**src/rtl/async_fifo_ctrl_pkg.sv**
```systemverilog
// Shared types and constants for the async FIFO write-side controller.
package async_fifo_ctrl_pkg;

    localparam int RST_CNT_W = 8;

    typedef enum logic [1:0] {
        HOLD,
        WAIT,
        IDLE,
        XFER
    } arb_state_t;

endpackage

```
**src/rtl/async_fifo_rr_pick.sv**
```systemverilog
// Combinational round-robin picker: the search starts one past the last grant.
module async_fifo_rr_pick #(
    parameter int NUM_REQ = 4
) (
    input  logic [NUM_REQ-1:0]         req_i,
    input  logic [$clog2(NUM_REQ)-1:0] last_i,
    output logic [$clog2(NUM_REQ)-1:0] winner_o,
    output logic                       any_o
);

    localparam int IDX_W = $clog2(NUM_REQ);

    logic [IDX_W-1:0] idx;

    // Walk from the farthest candidate to the nearest so the nearest requester wins.
    always_comb begin
        winner_o = last_i;
        any_o    = 1'b0;
        idx      = '0;
        for (int off = NUM_REQ; off >= 1; off--) begin
            idx = IDX_W'((int'(last_i) + off) % NUM_REQ);
            if (req_i[idx]) begin
                winner_o = idx;
                any_o    = 1'b1;
            end
        end
    end

endmodule

```
**src/rtl/async_fifo_wr_arb.sv**
```systemverilog
// Write-side controller for async_fifo: packet-level round-robin sharing of the
// write port, plus FIFO reset/flush sequencing.
//
// state | meaning
// HOLD  | fifo_rst asserted, counting RST_CYCLES
// WAIT  | fifo_rst released, waiting for fifo_full to drop
// IDLE  | between packets; services flush, else picks next owner
// XFER  | owner streams beats until an accepted last
module async_fifo_wr_arb
    import async_fifo_ctrl_pkg::*;
#(
    parameter int NUM_REQ    = 4,
    parameter int DATA_WIDTH = 8,
    parameter int RST_CYCLES = 4
) (
    input  logic                          clk,
    input  logic                          rst,
    input  logic [NUM_REQ-1:0]            req_valid,
    input  logic [NUM_REQ-1:0]            req_last,
    input  logic [NUM_REQ*DATA_WIDTH-1:0] req_data,
    output logic [NUM_REQ-1:0]            req_ready,
    input  logic                          flush,
    output logic                          fifo_rst,
    output logic                          fifo_wr_en,
    output logic [DATA_WIDTH-1:0]         fifo_wr_data,
    input  logic                          fifo_full,
    output logic [$clog2(NUM_REQ)-1:0]    grant_id,
    output logic                          busy
);

    localparam int IDX_W = $clog2(NUM_REQ);

    arb_state_t           state_q, state_d;
    logic [RST_CNT_W-1:0] cnt_q, cnt_d;
    logic [IDX_W-1:0]     grant_q, grant_d;
    logic [IDX_W-1:0]     pick;
    logic                 pick_any;
    logic                 flush_pend_q, flush_pend_d;
    logic                 accept;
    logic                 owner_valid;
    logic                 owner_last;

    async_fifo_rr_pick #(
        .NUM_REQ (NUM_REQ)
    ) u_pick (
        .req_i    (req_valid),
        .last_i   (grant_q),
        .winner_o (pick),
        .any_o    (pick_any)
    );

    assign owner_valid  = req_valid[grant_q];
    assign owner_last   = req_last[grant_q];
    assign fifo_wr_data = req_data[int'(grant_q)*DATA_WIDTH +: DATA_WIDTH];

    always_comb begin
        state_d   = state_q;
        cnt_d     = cnt_q;
        grant_d   = grant_q;
        req_ready = '0;
        accept    = 1'b0;
        case (state_q)
            HOLD: begin
                if (cnt_q == RST_CNT_W'(RST_CYCLES - 1)) begin
                    cnt_d   = '0;
                    state_d = WAIT;
                end else begin
                    cnt_d = cnt_q + 1'b1;
                end
            end
            WAIT: begin
                if (!fifo_full) begin
                    state_d = IDLE;
                end
            end
            IDLE: begin
                if (flush_pend_q) begin
                    cnt_d   = '0;
                    state_d = HOLD;
                end else if (pick_any) begin
                    grant_d = pick;
                    state_d = XFER;
                end
            end
            XFER: begin
                req_ready[grant_q] = !fifo_full;
                accept             = owner_valid && !fifo_full;
                if (accept && owner_last) begin
                    state_d = IDLE;
                end
            end
            default: state_d = HOLD;
        endcase
    end

    // A flush arriving on the very cycle HOLD is entered must still re-arm.
    assign flush_pend_d = flush ||
                          (flush_pend_q && !(state_d == HOLD && state_q != HOLD));

    always_ff @(posedge clk or posedge rst) begin
        if (rst) begin
            state_q      <= HOLD;
            cnt_q        <= '0;
            grant_q      <= IDX_W'(NUM_REQ - 1);
            flush_pend_q <= 1'b0;
        end else begin
            state_q      <= state_d;
            cnt_q        <= cnt_d;
            grant_q      <= grant_d;
            flush_pend_q <= flush_pend_d;
        end
    end

    assign fifo_wr_en = accept;
    assign fifo_rst   = (state_q == HOLD);
    assign busy       = (state_q != IDLE);
    assign grant_id   = grant_q;

endmodule

```
**config.mk**
```make
export PLATFORM = sky130hd
export DESIGN_NAME = async_fifo_wr_arb
export DESIGN_NICKNAME = d
export VERILOG_FILES = /design/src/rtl/async_fifo_ctrl_pkg.sv /design/src/rtl/async_fifo_rr_pick.sv /design/src/rtl/async_fifo_wr_arb.sv
export SDC_FILE = /design/constraint.sdc
export NUM_CORES = 1
export LEC_CHECK = 0
export BUFFER_PORTS_ARGS = -buffer_cell sky130_fd_sc_hd__buf_4
export CORE_UTILIZATION = 35
export DETAILED_ROUTE_END_ITERATION = 10
export PLACE_DENSITY = 0.66
export SETUP_SLACK_MARGIN = 0.15
export SYNTH_ARGS = -nofsm -noshare
export SYNTH_HDL_FRONTEND = slang
export SYNTH_HIERARCHICAL = 1
export SYNTH_SLANG_ARGS = --single-unit
```
**constraint.sdc**
```tcl
create_clock -name clk -period 5.15 [get_ports clk]
set_input_delay 0.2575 -clock clk [delete_from_list [all_inputs] [get_ports clk]]
set_output_delay 0.2575 -clock clk [all_outputs]
set_load 0.005 [all_outputs]
```
Yosys cells after proc, flatten, opt, wreduce, memory -nomap -nowiden
Cells that the tools add are included.
{"block": "word_totals", "register_bits": 13, "inputBits": 44, "out_inout_bits": 17, "word_cells": 72}
{"block": "op_classes", "n_addsub": 5, "n_lt_le_gt_ge": 6, "n_eq_ne": 6, "shift": 1, "muxes": 33, "bitwise": 2, "n_reduce_logical": 15}
{"operator": "variable part select 32 x 6 -> 8 bit", "count": 1}
{"operator": "2-to-1 mux 2 bit", "count": 9}
{"operator": "2-to-1 mux 8 bit", "count": 2}
{"operator": "case mux 8 bit (2 select lines)", "count": 1}
{"operator": "less-than comparator 2 x 3 -> 1 bit (second input constant)", "count": 5}
{"operator": "binary-select mux 1 bit (select 2 bit)", "count": 6}
{"operator": "2-to-1 mux 1 bit", "count": 12}
{"operator": "adder 8 x 1 -> 8 bit (second input constant)", "count": 1}
{"operator": "equality test 8 x 2 -> 1 bit (second input constant)", "count": 1}
{"operator": "case mux 2 bit (4 select lines)", "count": 1}
{"operator": "logical AND 1 bit", "count": 5}
{"operator": "adder 2 x 1 -> 2 bit (second input constant)", "count": 2}
{"operator": "adder 2 bit (second input constant)", "count": 2}
{"operator": "bitwise AND 4 bit", "count": 1}
{"operator": "equality test 2 bit (second input constant)", "count": 2}
{"operator": "logical NOT 2 bit", "count": 2}
{"operator": "2-to-1 mux 4 bit", "count": 1}
{"operator": "inequality test 2 bit (second input constant)", "count": 2}
{"operator": "AND reduction 4 bit", "count": 1}
{"operator": "nonzero test 2 bit", "count": 2}
{"operator": "nonzero test 4 bit", "count": 1}
{"operator": "demux 1 bit (select 2 bit)", "count": 1}
{"operator": "equality test 2 x 1 -> 1 bit (second input constant)", "count": 1}
{"operator": "greater-or-equal comparator 2 x 1 -> 1 bit (second input constant)", "count": 1}
{"operator": "other kinds (4)", "count": 5}

Longest topological paths before layout
Gate-level depths: netlist (run 1).
{"block": "logic_depth", "word_depth": 15, "depth_mapped": 6, "mapped_depth_nobuf": 5}

Modules after synthesis
The synthesis (run 1) kept the hierarchy.
{"module": "async_fifo_wr_arb", "instances": 1, "cells_each": 79, "area_each_um2": 960.9, "seq_area_each_um2": 327.8}
{"module": "async_fifo_rr_pick", "instances": 1, "cells_each": 14, "area_each_um2": 82.6, "seq_area_each_um2": 0.0}

Worst setup path after synthesis (run 1)
Ideal clock, no wire load.
{"block": "synth_path", "kind": "register to register", "from": "register grant_q[0] (netlist: grant_id[0])", "to": "register state_q[0]", "setup_ns": 0.107, "arrival_time_ns": 1.660, "required_ns": 5.043, "setup_slack_ns": 3.383, "path_stages_with_launch": 5, "n_path_buf": 1, "synth_period_minus_slack_ns": 1.767, "path_cell_list": "dfstp_2 > buf_6 > mux4_1 > and3_4 > a2111oi_4"}
{"block": "synth_via", "elab_chain_len": 10, "word_cells_on_any_way": 26, "cone_classes": "add/sub (4); mux (20); reduce/logical (2)"}
{"element": "from (decl)", "line": "async_fifo_wr_arb.sv:35", "rtl": "logic [IDX_W-1:0] grant_q, grant_d;"}
{"element": "from (signal assigned)", "line": "async_fifo_wr_arb.sv:104", "rtl": "grant_q <= IDX_W'(NUM_REQ - 1);"}
{"element": "from (signal assigned)", "line": "async_fifo_wr_arb.sv:109", "rtl": "grant_q <= grant_d;"}
{"element": "adder 2 x 1 -> 2 bit", "line": "async_fifo_rr_pick.sv:21", "rtl": "idx = IDX_W'((int'(last_i) + off) % NUM_REQ);"}
{"element": "binary-select mux 1 bit (select 2 bit)", "line": "async_fifo_rr_pick.sv:22", "rtl": "if (req_i[idx]) begin"}
{"element": "2-to-1 mux 1 bit (implied by the code)", "line": "async_fifo_rr_pick.sv:22"}
{"element": "2-to-1 mux 1 bit (4 in series)", "line": "async_fifo_rr_pick.sv:22"}
{"element": "2-to-1 mux 2 bit", "line": "async_fifo_wr_arb.sv:80", "rtl": "end else if (pick_any) begin"}
{"element": "2-to-1 mux 2 bit", "line": "async_fifo_wr_arb.sv:77", "rtl": "if (flush_pend_q) begin"}
{"element": "case mux 2 bit (4 select lines) (*)", "line": "async_fifo_wr_arb.sv:62", "rtl": "case (state_q)"}
{"element": "net state_d[0]", "line": "async_fifo_wr_arb.sv:33", "rtl": "arb_state_t state_q, state_d;"}
{"element": "to (signal assigned)", "line": "async_fifo_wr_arb.sv:107", "rtl": "state_q <= state_d;"}
{"element": "to (decl)", "line": "async_fifo_wr_arb.sv:33"}
The timed path passes the listed nets; every way through them passes the cells marked *. The select of a mux whose other input is x is not followed.
A chain may end at the register's enable or synchronous reset.

Final worst setup path (run 1)
{"block": "layout_path", "from": "register grant_q[0] (netlist: grant_id[0])", "to": "output fifo_wr_en"}
{"block": "layout_via", "elab_chain_len": 4}
{"element": "binary-select mux 1 bit (select 2 bit)", "line": "async_fifo_wr_arb.sv:52", "rtl": "assign owner_valid = req_valid[grant_q];"}
{"element": "2-to-1 mux 1 bit (implied by the code)", "line": "async_fifo_wr_arb.sv:52"}
{"element": "logical AND 1 bit", "line": "async_fifo_wr_arb.sv:87", "rtl": "accept = owner_valid && !fifo_full;"}
{"element": "2-to-1 mux 1 bit", "line": "async_fifo_wr_arb.sv:62"}
{"element": "to (decl)", "line": "async_fifo_wr_arb.sv:24", "rtl": "output logic fifo_wr_en,"}
No other way between the ends. The select of a mux whose other input is x is not followed.

==> results.json, run 1 <==
{
  "setup_slack_ns": 2.90,
  "irDropWorstVdd_mv": 0.312,
  "num_antenna_cells": 0,
  "grt_pass1_vias": 1035,
  "setup-violations-final": 0,
  "drt_first_pass_iters": 4,
  "cts_tree": "built",
  "drive_gt1_frac": 0.510,
  "start_util": 0.375,
  "violations": "hold timing",
  "power.share.switching": 0.385,
  "ys_warn_count": 6,
  "dieArea_sq_um": 3200,
  "post_cts_buffers": 0,
  "yosys-top-cells-area": "dfrtp_1, mux4_2, mux4_1",
  "num_vias": 992,
  "p_comb_frac": 0.565,
  "min_period_ns": 2.25,
  "synthesis.nets": 138,
  "grt_pass1_wl_um": 4680,
  "multi_input_area_sq_um": 661,
  "reg2regPathDepth": 3,
  "netlist_area_sq_um": 1040,
  "fin_util": 0.552,
  "slew_violations": 0,
  "pin_count": 61,
  "rsz0062_at_grt": "false",
  "fin_crit_sh": 0.437,
  "hpwl_um": 2320,
  "start_kind": "flop",
  "worstPathMaxFanout": 19,
  "io_buffers": 60,
  "die_width_um": 56.6,
  "rows": 19,
  "skew_ns": 0.00791,
  "fp.dieH_um": 56.6,
  "wl_per_cell_um": 15.4,
  "grt_max_degree": 24,
  "clockBufferDepth": 2,
  "layout.area.seq_sq_um": 328,
  "nFillCells": 257,
  "cts_hold_buf": 0,
  "path_clk_slew_ns": 0.08,
  "syn_avg_cell_area_sq_um": 11.2,
  "maxCapViolCount": 0,
  "pwr-share-seq": 0.341,
  "wirelength_um": 2840,
  "cts_buffers": 3,
  "p_leak_nw": 0.745,
  "synth.distinct_cells": 37,
  "gp_congestion": 0.858,
  "nets": 199,
  "ant_nets": 0,
  "cts_num_sinks": 13,
  "cts_resized": 0,
  "worst_pin_slew_ns": 0.599,
  "drt-vias-per-instance": 5.39,
  "cp-end-kind": "primary output",
  "netlist_instances": 93,
  "antenna_found_initial": 0,
  "ys_seq_elements": 13,
  "pwr_density_cell_nw_per_um2": 432,
  "relSlewSlack": 0.597,
  "core_area_sq_um": 2780,
  "clk_latency_ns": 0.28,
  "fin_hold_ws_ns": -0.00422,
  "track_usage": 0.186,
  "clkPwrFrac": 0.094,
  "first_iter_violations": 39,
  "cts_root_buffer": "clkbuf_4",
  "synthToLayoutAreaGrowth_pct": 47.1,
  "drc_errors": 0,
  "overflow": 0,
  "synthDominantCellAreaShare": 0.264,
  "htreeDepth": 1,
  "required_ns": 4.89,
  "cp.arrival_ns": 2.00,
  "fin_setup_tns_ns": 0,
  "outcome": "finished with violations",
  "preCtsSetupSlack_ns": 3.15,
  "ys_seq_area_frac": 0.314,
  "yosys.area.top_type": "dfrtp_1",
  "hold_violations": 6,
  "intPower_uw": 408,
  "hold_class": "in2async",
  "switchingPower_uw": 256,
  "critPathKind": "reg2out",
  "fmax_mhz": 444
}
-- Yosys cell counts (all sizes together) --
cell     number
o21ai         3
o22ai         1
inv           6
a22o          3
buf           4
ha            1
nand2         4
nor3          4
or4           1
and3          5
nor4b         1
mux4         10
a21boi        1
a221o         1
nand3         2
a21oi         6
nor2          2
a211oi        1
mux2i         1
and4          1
a31oi         4
clkbuf        1
nor2b         2
a2111oi       1
xnor2         1
nor3b         3
dfstp         2
dfrtp        11
a21o          2
mux2          3
xor2          1
a41oi         1
nand2b        3
-- cells by family after synthesis --
kind of cell | synth area share
buffers and inverters | 0.0528
DFF | 0.314
adders and majority gates | 0.0120
xor gates and xnor gates | 0.0168
muxes | 0.272
AOI/OAI and AO/OA | 0.171
and+or+nand+nor | 0.161
-- through the flow --
| stage | area, sq um | total power [mW] | instances |
|---|---|---|---|
| final | 1540 | 0.663 | 184 |
| after global routing | 1540 | 0.712 | 184 |
| after CTS | 1540 | 0.672 | 184 |
| after detailed placement | 1510 | 0.604 | 180 |
| after global placement | 1510 | 0.592 | 180 |
| after floorplan | 1040 | 0.461 | 93 |
-- flip-flops by register name, indices dropped and copies added (netlist names) --
signal / count
cnt_q: 8
flush_pend_q: 1
grant_id: 2
state_q: 2
-- per-layer routing --
metal / track usage / wire [um] / vias to the layer above
met5: 0 / 0 / -
met4: 0.0314 / 19 / 0
met3: 0.0461 / 98 / 2
met2: 0.331 / 1550 / 23
met1: 0.228 / 1170 / 475
li1: - / - / 492
-- power groups by stage --
| stage | logic, mW | registers, mW | clock network (mW) |
|---|---|---|---|
| 6_report | 0.375 | 0.226 | 0.0622 |
| 3_5_place_dp | 0.376 | 0.228 | 0 |
| 4_1_cts | 0.378 | 0.227 | 0.0662 |
| 3_3_place_gp | 0.368 | 0.224 | 0 |
| 5_1_grt | 0.406 | 0.236 | 0.0710 |
| 2_1_floorplan | 0.286 | 0.175 | 0 |
-- area by class of cell --
cell class                      count  share of cell area
Multi-Input combinational cell     69               0.430
Timing Repair Buffer               61               0.298
Sequential cell                    13               0.214
Tap cell                           31              0.0253
Clock buffer                        3              0.0147
Inverter                            6              0.0147
Clock inverter                      1             0.00326
-- cell usage in the layout, fill, tap and decap left out, types with 2 or more instances in the layout --
cell type  count
dfrtp_1       11
nand2b_1       3
nor3_1         4
buf_4         61
nand2_1        4
nor2b_1        2
a21o_1         2
mux2_2         3
mux4_2         6
o21ai_0        3
nor2_1         2
a22o_1         3
inv_1          6
nand3_1        2
clkbuf_4       3
and3_1         4
nor3b_1        3
mux4_1         4
a31oi_1        4
dfstp_2        2
a21oi_1        6
-- final timing paths --
kind / from / end / slack, ns
max reg2reg: grant_id[0] / state_q[0] / 3.14
max in group asynchronous: rst / grant_id[1] / 4.80
min: rst / cnt_q[0] / -0.004
max: grant_id[0] / fifo_wr_en / 2.90
min reg2reg: flush_pend_q / flush_pend_q / 0.52
min in group clk: flush / flush_pend_q / 0.15
-- worst max-delay path, cell delays in order, from the launching register on --
cell and delay [ns]:
dfstp_2 0.81, mux4_2 0.57, and3_1 0.20, buf_4 0.13
No activity file was read; power rests on OpenSTA's default activity.
==> run 2: changes to the inputs <==
PLACE_DENSITY = 0.69   (was 0.66)
clock period = 2 ns   (was 5.15 ns; I/O delays follow)
==> run 2 against run 1 <==
Effect of this change:
- the run now ends clean
- sequential power is 140% higher
- utilization is 3.1 points higher
- via count is 5.2% higher
- final area is 5.5% higher
- hold slack better by 0.23 ns
==> results.json, run 2 (synthesis gave the netlist of run 1 again) <==
{
  "cp-endpoint": "fifo_wr_data[1]",
  "startpoint": "grant_id[0]",
  "hold_violations": 0,
  "nets": 207,
  "relSlewSlack": 0.661,
  "cts_buffers": 3,
  "rows": 19,
  "worst_pin_slew_ns": 0.508,
  "worstReg2RegEnd": "state_q[0]",
  "rsz0062_at_grt": "true",
  "clk_latency_ns": 0.27,
  "largest_register_ffs": 8,
  "num_antenna_cells": 0,
  "start_util": 0.375,
  "antenna_found_initial": 0,
  "setup-violations-final": 0,
  "fin_setup_tns_ns": 0,
  "drc_errors": 0,
  "io_buffers": 60,
  "fin_crit_sh": 0.902,
  "dieArea_sq_um": 3200,
  "cp-end-kind": "primary output",
  "maxCapViolCount": 0,
  "dr_wl_met2_um": 1640,
  "cts_num_sinks": 13,
  "cp.arrival_ns": 1.70,
  "die_width_um": 56.6,
  "irDropWorstVdd_mv": 0.743,
  "ant_nets": 0,
  "grt_pass1_vias": 1070,
  "gp_congestion": 0.869,
  "final_common_cell": "buf_4",
  "slew_violations": 0,
  "pin_count": 61,
  "rrSetupSlack_ns": 0.27,
  "htreeDepth": 1,
  "num_vias": 1044,
  "pwr_density_cell_nw_per_um2": 1120,
  "grt_pass1_wl_um": 4680,
  "fmax_mhz": 554,
  "multi_input_area_sq_um": 664,
  "drt_first_pass_iters": 4,
  "overflow": 0,
  "fp.dieH_um": 56.6,
  "track_usage": 0.183,
  "worstPathMaxFanout": 7,
  "layout_common_cells": "buf_4, dfrtp_1, mux4_2",
  "grt_max_degree": 24,
  "drive_gt1_frac": 0.528,
  "path_clk_slew_ns": 0.07,
  "wirelength_um": 2860,
  "r2r_start": "grant_id[0]",
  "clockBufferDepth": 2,
  "required_ns": 1.90,
  "hpwl_um": 2300,
  "reg2regPathDepth": 3,
  "hold_class": "in2reg",
  "regMostFlops": "cnt_q",
  "cts_root_buffer": "clkbuf_4",
  "wirelength_met1_um": 1130,
  "critPathKind": "reg2out",
  "core_area_sq_um": 2780,
  "skew_ns": 0.00261,
  "wl_met3_um": 87,
  "p_leak_nw": 0.777,
  "fin_hold_ws_ns": 0.225,
  "topRoutingLayerUsed": "met3",
  "first_iter_violations": 27,
  "wl_per_cell_um": 14.9,
  "cts_tree": "built",
  "drt-vias-per-instance": 5.44,
  "synthToLayoutAreaGrowth_pct": 55.3,
  "nFillCells": 256,
  "outcome": "completed",
  "min_period_ns": 1.80,
  "layout.area.seq_sq_um": 332,
  "start_kind": "flop"
}
## run 2: repair_timing
item                                    CTS  global route
gates resized for setup                   2             5
endpoints found under the hold margin    13             0
hold buffers                              3             0
buffers inserted                          0             2
endpoints found under the setup margin    2            11
pin swaps                                 0             0
## run 2: worst max-delay path: stages, from the launching register on
cell and delay [ns]:
dfstp_2 0.59, buf_6 0.15, mux4_1 0.55, buf_4 0.15
## run 2: worst min path at each step
stage	endpoint	depth (start not counted)	startpoint
floorplan	cnt_q[0]	1	rst
global placement	flush_pend_q	2	rst
detailed placement	flush_pend_q	2	rst
CTS	grant_id[0]	3	req_valid[1]
global route	grant_id[0]	3	req_valid[1]
finish	grant_id[0]	3	req_valid[1]
## run 2: metal layers
metal | vias to the layer above | track usage
met1 | 511 | 0.225
met3 | 0 | 0.0369
met2 | 24 | 0.333
li1 | 509 | -
met4 | 0 | 0.0279
met5 | - | 0
## run 2: final cells by class
type	count	area share
inverters	6	0.0139
repair buffers	69	0.331
clock buffers	4	0.0162
well taps	31	0.0239
flip-flops and latches	13	0.205
multi-input cells	69	0.410
## run 2: stage by stage
stage | cell area [sq um] | setup slack [ns] | cells | power, mW | util
after floorplan | 1040 | 0.233 | 93 | 1.19 | -
after global placement | 1530 | 0.274 | 183 | 1.57 | 0.550
after detailed placement | 1530 | 0.240 | 183 | 1.61 | 0.550
after CTS | 1590 | 0.167 | 190 | 1.79 | 0.573
after global routing | 1620 | 0.117 | 192 | 1.96 | 0.583
final | 1620 | 0.195 | 192 | 1.82 | 0.583
## run 2: power breakdown
group	internal (mW)	switching, mW
clock	0.0773	0.0803
sequential	0.369	0.165
combinational	0.705	0.426
